### src/rtl/tone_gen.sv
// Square-wave tone generator: half-period = note x PRESCALE clocks, note changes land on half-period boundaries.
// Optional TONE_GEN_OCTAVE_EN adds octave[1:0], dividing the prescale period by 2^octave.
module tone_gen #(
  parameter int PRESCALE = 1000,
  parameter int NOTE_W   = 6
) (
  input  logic              clk,
  input  logic              rst_n,
  input  logic [NOTE_W-1:0] note,
`ifdef TONE_GEN_OCTAVE_EN
  input  logic [1:0]        octave,
`endif
  output logic              audio_out,
  output logic              active,
  output logic              edge_pulse
);

  localparam int PW = (PRESCALE > 1) ? $clog2(PRESCALE) : 1;
  localparam logic [PW-1:0] TERM_MAX = PW'(PRESCALE - 1);

  typedef enum logic {IDLE = 1'b0, PLAY = 1'b1} state_t;

  state_t            state, state_nxt;
  logic [PW-1:0]     pre_cnt;
  logic [PW-1:0]     term;
  logic [NOTE_W-1:0] hp_cnt;
  logic [NOTE_W-1:0] cur_note;
  logic              tick;
  logic              hp_last;
  logic              boundary;

`ifdef TONE_GEN_OCTAVE_EN
  logic [1:0] cur_oct;
  // PRESCALE is a multiple of 8, so (PRESCALE-1)>>k == (PRESCALE>>k)-1
  assign term = TERM_MAX >> cur_oct;
`else
  assign term = TERM_MAX;
`endif

  assign tick     = (pre_cnt == term);
  assign hp_last  = (hp_cnt == cur_note - NOTE_W'(1));
  assign boundary = (state == PLAY) && tick && hp_last;

  always_ff @(posedge clk or negedge rst_n) begin
    if (!rst_n) state <= IDLE;
    else        state <= state_nxt;
  end

  always_comb begin
    state_nxt = state;
    case (state)
      IDLE:    if (note != '0) state_nxt = PLAY;
      PLAY:    if (boundary && note == '0) state_nxt = IDLE;
      default: state_nxt = IDLE;
    endcase
  end

  always_comb begin
    active = (state == PLAY);
  end

  always_ff @(posedge clk or negedge rst_n) begin
    if (!rst_n) begin
      pre_cnt    <= '0;
      hp_cnt     <= '0;
      cur_note   <= '0;
      audio_out  <= 1'b0;
      edge_pulse <= 1'b0;
`ifdef TONE_GEN_OCTAVE_EN
      cur_oct    <= 2'd0;
`endif
    end else begin
      edge_pulse <= 1'b0;
      if (state == IDLE) begin
        pre_cnt   <= '0;
        hp_cnt    <= '0;
        audio_out <= 1'b0;
        if (note != '0) begin
          cur_note <= note;
`ifdef TONE_GEN_OCTAVE_EN
          cur_oct  <= octave;
`endif
        end
      end else begin
        pre_cnt <= tick ? '0 : pre_cnt + PW'(1);
        if (tick) begin
          if (hp_last) begin
            // boundary: resample the request; a zero note ends play with audio parked low
            hp_cnt   <= '0;
            cur_note <= note;
`ifdef TONE_GEN_OCTAVE_EN
            cur_oct  <= octave;
`endif
            if (note != '0) begin
              audio_out  <= ~audio_out;
              edge_pulse <= 1'b1;
            end else begin
              audio_out  <= 1'b0;
              edge_pulse <= audio_out;
            end
          end else begin
            hp_cnt <= hp_cnt + NOTE_W'(1);
          end
        end
      end
    end
  end

endmodule

### config.mk
export PLATFORM = sky130hd
export DESIGN_NAME = tone_gen
export DESIGN_NICKNAME = d
export VERILOG_FILES = /design/src/rtl/tone_gen.sv
export SDC_FILE = /design/constraint.sdc
export NUM_CORES = 1
export LEC_CHECK = 0
export CORE_MARGIN = 1
export CORE_UTILIZATION = 50
export CTS_BUF_LIST = sky130_fd_sc_hd__clkbuf_2 sky130_fd_sc_hd__clkbuf_4 sky130_fd_sc_hd__clkbuf_8
export CTS_CLUSTER_DIAMETER = 120
export DETAILED_ROUTE_END_ITERATION = 16
export HOLD_SLACK_MARGIN = 0.15
export PLACE_DENSITY = 0.67
export SETUP_SLACK_MARGIN = 0.02
export SKIP_CTS_REPAIR_TIMING = 1
export SLEW_MARGIN = 5
export SYNTH_ARGS = -nofsm -noshare
export SYNTH_HDL_FRONTEND = slang
export SYNTH_SLANG_ARGS = --single-unit
### constraint.sdc
create_clock -name clk -period 5.55 [get_ports clk]
set_input_delay 1.11 -clock clk [delete_from_list [all_inputs] [get_ports clk]]
set_output_delay 1.11 -clock clk [all_outputs]
set_load 0.01 [all_outputs]
==> results.ini, run 1 <==
[grt]
gr-total-overflow=0
grt_max_degree=26
antenna_found_initial=0
grt_pass1_vias=894
grt_pass1_wl_um=4030
grt_usage_pct=19.8

[critical_path]
crit_arrival_ns=3.17
crit_required_ns=5.77
worstSetupStartpointType=input pin
end_kind=flip-flop
worstSetupPathType=input pin to flip-flop
crit_fanout=6

[hold_path]
hp-class=flip-flop to flip-flop

[routing]
drt_iter0_drc=5
first_pass_iters=4
num_vias=950
wl_per_cell_um=14.4
routed_wl_um=2460
viasPerCell=5.56
drc=0
drt.antenna.violating_nets=0

[floorplanning]
num_rows=18
die_width_um=54.5
ios=11
initial_core_util_pct=54.2
die-area_um2=2970
core_area_um2=2540
die_height_um=54.5

[sta]
finalCriticalPeriod_ns=2.94
post-route-period-util_pct=53.0
fin_skew_ns=0.0106
finalSetupViolations=0
setup_ws_ns=2.61
rsz0062_at_grt=false
timing_worst_slew_pin_value_ns=1.08
slew_headroom_pct=27.9
hold_viol_final=0
timing.fmax_ghz=0.340
setup_tns_ns=0
drv_slew=0

[yosys]
syn_nets=140
synth_top_area_cell=dfrtp_1
netlist_area_um2=1380
synth_top_area_share_pct=45.3
yosys_warnings=0
synthTopCellsByArea=dfrtp_1, mux2_4, xnor2_1
avgSynthCellArea_um2=10.7
synth_cell_types=36
syn_inst=129
synth_seq_cells=25
yosysSeqAreaShare_pct=45.3

[clock_network]
clkSlewWorstSetupHoldPaths_ns=0.14
cts_root_buf=clkbuf_4
clock-sinks=25
clockBufferDepth=2
h-tree-depth=1
tritoncts=done
insertion_delay_ns=0.33
cts_made_buffers=3

[power_and_ir_drop]
power_density_nw_per_um2=192
total_power_uw=296
p_leak_nw=0.699
peakVddDrop_mv=0.134

[placed_design]
place_ws_ns=2.25
port_buffers=10
routabilityCongestion=0.712
placedCellCount=167
hpwl_um=1870

[cells_and_area]
instances_no_fill=171
fillers=215
finalNetCount=153
final_common_cell=dfrtp_1
regArea_um2=626
syn2layout_area_growth_pct=11.6
antenna_cells=0
layout_common_cells=dfrtp_1, nor2_1, xnor2_1, clkdlybuf4s50_1, nand3_1
multi_input_area_um2=736
layout-drive-gt1-share_pct=13.5

[job]
max_cap_violations=0

[outcome]
status=finished, final reports clean

==> flip-flops by register name (all words and copies together), names as in the netlist <==
name	count
pre_cnt	10
hp_cnt	6
cur_note	6
edge_pulse	1
active	1
audio_out	1
==> per-stage QoR <==
stage	util (%)	hold slack (ns)	cell area, um2
after global routing	60.5	0.533	1540
after CTS	60.5	0.509	1540
after detailed placement	59.3	0.489	1510
after global placement	59.3	0.477	1510
after floorplan	-	0.455	1380
final	60.5	0.505	1540
==> report_power, final <==
group	switching, mW	internal (mW)
Sequential	0.00337	0.185
Clock	0.0570	0.0276
Combinational	0.0109	0.0127
Total	0.0713	0.225
==> critical path, cell delays in order <==
cell and delay, ns:
clkdlybuf4s50_1 0.41, or4_1 0.51, nor3_1 0.35, nor2_1 0.13, a31oi_4 0.32, mux2_4 0.33
==> metal layers <==
metal	global-route usage, %	vias to the layer above	wire length [um]
li1	-	477	-
met1	27.4	458	1250
met2	30.5	10	1090
met3	2.78	5	61
met4	8.97	0	45
met5	0	-	0
==> synthesized netlist by cell type <==
cell type / count
and2_1: 2
nand2_1: 7
mux2_2: 1
a22o_1: 3
and2_2: 1
nor3_4: 1
o211ai_1: 1
mux2_4: 6
and3_1: 6
nand3b_1: 1
nor2_1: 13
or3_1: 1
and3_2: 1
nor2b_1: 5
nor3_1: 2
nor4b_1: 1
nor4bb_1: 1
a31oi_1: 1
nand4b_1: 1
a21oi_1: 4
or4_4: 1
or4_1: 1
nand3_1: 9
nand2b_1: 1
clkbuf_1: 2
o21a_1: 2
a31oi_4: 1
xor2_1: 5
o21ai_0: 4
xnor2_1: 10
o31ai_2: 1
and2b_2: 1
dfrtp_1: 25
ha_1: 3
inv_1: 3
nor3b_4: 1
==> cell families (layout without fill, tap and decap cells) <==
kind of cell / count (synthesis) / after routing / synth area share [%]
compound gates: 17 / 17 / 9.34
xor+xnor: 15 / 15 / 9.52
fa+ha+maj: 3 / 3 / 2.72
buf+inv: 5 / 17 / 1.36
flops: 25 / 25 / 45.3
mux: 7 / 7 / 7.34
simple gates: 57 / 57 / 24.4
==> final timing paths <==
check                       startpoint          end  slack (ns)  depth (start not counted)
max                            note[3]  cur_note[4]        2.61                          6
min in group asynchronous        rst_n    hp_cnt[3]        1.34                          1
min                         pre_cnt[0]   pre_cnt[0]        0.50                          1
min reg2reg                 pre_cnt[0]   pre_cnt[0]        0.50                          1
max in group asynchronous        rst_n  cur_note[2]        3.56                          1
max reg2reg                cur_note[0]  cur_note[4]        3.01                          7
==> cell type report <==
type | count | area share (%)
timing repair buffer | 10 | 6.50
multi-input combinational | 99 | 47.8
clock buffer | 3 | 1.46
tap | 30 | 2.44
inverter | 3 | 0.731
sequential | 25 | 40.6
clock inverter | 1 | 0.487
No activity file was read; power rests on OpenSTA's default activity.
==> run 2: changes to the inputs <==
==> constraint.sdc (replaced) <==
create_clock -name clk -period 3 [get_ports clk]
set_input_delay 0.6 -clock clk [delete_from_list [all_inputs] [get_ports clk]]
set_output_delay 0.6 -clock clk [all_outputs]
set_load 0.01 [all_outputs]
==> run 2 against run 1 <==
  * Routed wire length up 2.7%
  * Power is 86% higher
  * Combinational power is 91% higher
  * Sequential power grew 85%
  * Clock power increased by 88%
  * Utilization is 0.59 points higher
  * Critical endpoint is now cur_note[2]
==> results.ini, run 2 (synthesized netlist as in run 1, its figures left out) <==
[outcome]
status=finished, final reports clean

[floorplanning]
die_width_um=54.5
num_rows=18
die_height_um=54.5
initial_core_util_pct=54.2
ios=11
die-area_um2=2970
core_area_um2=2540

[sta]
setup_ws_ns=0.463
setup_tns_ns=0
slew_headroom_pct=70.4
post-route-period-util_pct=84.6
timing.fmax_ghz=0.394
timing_worst_slew_pin_value_ns=0.445
finalCriticalPeriod_ns=2.54
rsz0062_at_grt=false
hold_viol_final=0
fin_skew_ns=0.0102
drv_slew=0
finalSetupViolations=0

[grt]
grt_usage_pct=20.4
grt_pass1_vias=910
gr-total-overflow=0
grt_pass1_wl_um=4200
antenna_found_initial=0
grt_max_degree=26

[cells_and_area]
regMostFlops=pre_cnt
layout-drive-gt1-share_pct=14.7
multi_input_area_um2=736
largest_reg_flops=10
antenna_cells=0
finalNetCount=155
layout_common_cells=dfrtp_1, nor2_1, xnor2_1, clkdlybuf4s50_1, nand3_1
stdcell_area_um2=1560
regArea_um2=626
fillers=233
reg.largest.list=pre_cnt (10), cur_note (6), hp_cnt (6)
syn2layout_area_growth_pct=12.7
final_common_cell=dfrtp_1

[routing]
drc=0
first_pass_iters=4
num_vias=974
drt.antenna.violating_nets=0
drt_iter0_drc=10
viasPerCell=5.63
routed_wl_um=2520
wl_per_cell_um=14.6

[clock_network]
tritoncts=done
h-tree-depth=1
clkSlewWorstSetupHoldPaths_ns=0.15
clockBufferDepth=2
clock-sinks=25
insertion_delay_ns=0.33
cts_made_buffers=3
cts_root_buf=clkbuf_4

[power_and_ir_drop]
power_density_nw_per_um2=355
peakVddDrop_mv=0.268
p_leak_nw=0.709
clkPwrFrac_pct=28.8
power.switching_uw=135
p_sw_share_pct=24.4
p_int_uw=417
p_seq_share_pct=63.0
comb_power_share_pct=8.2

[placed_design]
routabilityCongestion=0.705
hpwl_um=1890
port_buffers=10
postPlaceCellArea_um2=1530
place_ws_ns=0.375

[critical_path]
end_kind=flip-flop
crit_path_top_delay_cell=or4_4
crit_arrival_ns=2.76
worstSetupPathType=flip-flop to flip-flop
worstSetupStartpointType=flip-flop
critical_path.cell_chain=inv_1 -> ha_1 -> xnor2_1 -> or4_4 -> nor3_4 -> a31oi_4 -> mux2_4
crit_required_ns=3.22
crit_fanout=6
max_stage_delay_ns=0.57

[hold_path]
hp-class=flip-flop to flip-flop

[job]
max_cap_violations=0

run 2: critical path: cells and delay by family, from the launching register on:
| kind | cells | cell delay, ns |
|---|---|---|
| flops | 1 | 0.46 |
| xor+xnor | 1 | 0.13 |
| buf+inv | 1 | 0.07 |
| simple gates | 2 | 0.92 |
| fa+ha+maj | 1 | 0.31 |
| compound gates | 1 | 0.20 |
| mux | 1 | 0.35 |
run 2: layer usage:
| layer | wire length, um | track usage, % | vias up | part of all wire (%) |
|---|---|---|---|---|
| li1 | - | - | 482 | - |
| met4 | 15 | 7.69 | 0 | 0.60 |
| met5 | 0 | 0 | - | 0 |
| met3 | 53 | 2.78 | 2 | 2.1 |
| met2 | 1190 | 31.5 | 11 | 47 |
| met1 | 1260 | 29.0 | 479 | 50 |
run 2: through the flow:
| step | power, mW | cells | utilization (%) | hold slack (ns) |
|---|---|---|---|---|
| 2_1_floorplan | 0.376 | 129 | - | 0.304 |
| 3_3_place_gp | 0.397 | 169 | 59.9 | 0.477 |
| 3_5_place_dp | 0.400 | 169 | 59.9 | 0.498 |
| 4_1_cts | 0.557 | 173 | 61.1 | 0.518 |
| 5_1_grt | 0.581 | 173 | 61.1 | 0.538 |
| 6_report | 0.552 | 173 | 61.1 | 0.512 |
run 2: path summary, 6_finish.rpt:
| kind | startpoint | end | slack, ns | cells past startpoint |
|---|---|---|---|---|
| worst max-delay path | cur_note[0] | cur_note[2] | 0.46 | 7 |
| worst min-delay path | pre_cnt[0] | pre_cnt[0] | 0.51 | 1 |
| worst max register to register | cur_note[0] | cur_note[2] | 0.46 | 7 |
| worst min register to register | pre_cnt[0] | pre_cnt[0] | 0.51 | 1 |
| max in group asynchronous | rst_n | cur_note[2] | 2.13 | 2 |
| min in group asynchronous | rst_n | hp_cnt[3] | 0.62 | 2 |
run 2: power groups by stage:
stage	logic, mW	registers [mW]	clock network (mW)
finish	0.0451	0.348	0.159
global route	0.0500	0.348	0.182
CTS	0.0461	0.348	0.164
detailed placement	0.0460	0.354	0
global placement	0.0439	0.353	0
floorplan	0.0242	0.352	0
run 2: final cells by class:
cell class,instances,area share (%)
flip-flops and latches,25,40.2
multi-input cells,99,47.3
clock inverters,1,0.483
repair buffers,12,7.40
clock buffers,3,1.45
inverters,3,0.724
well taps,30,2.41
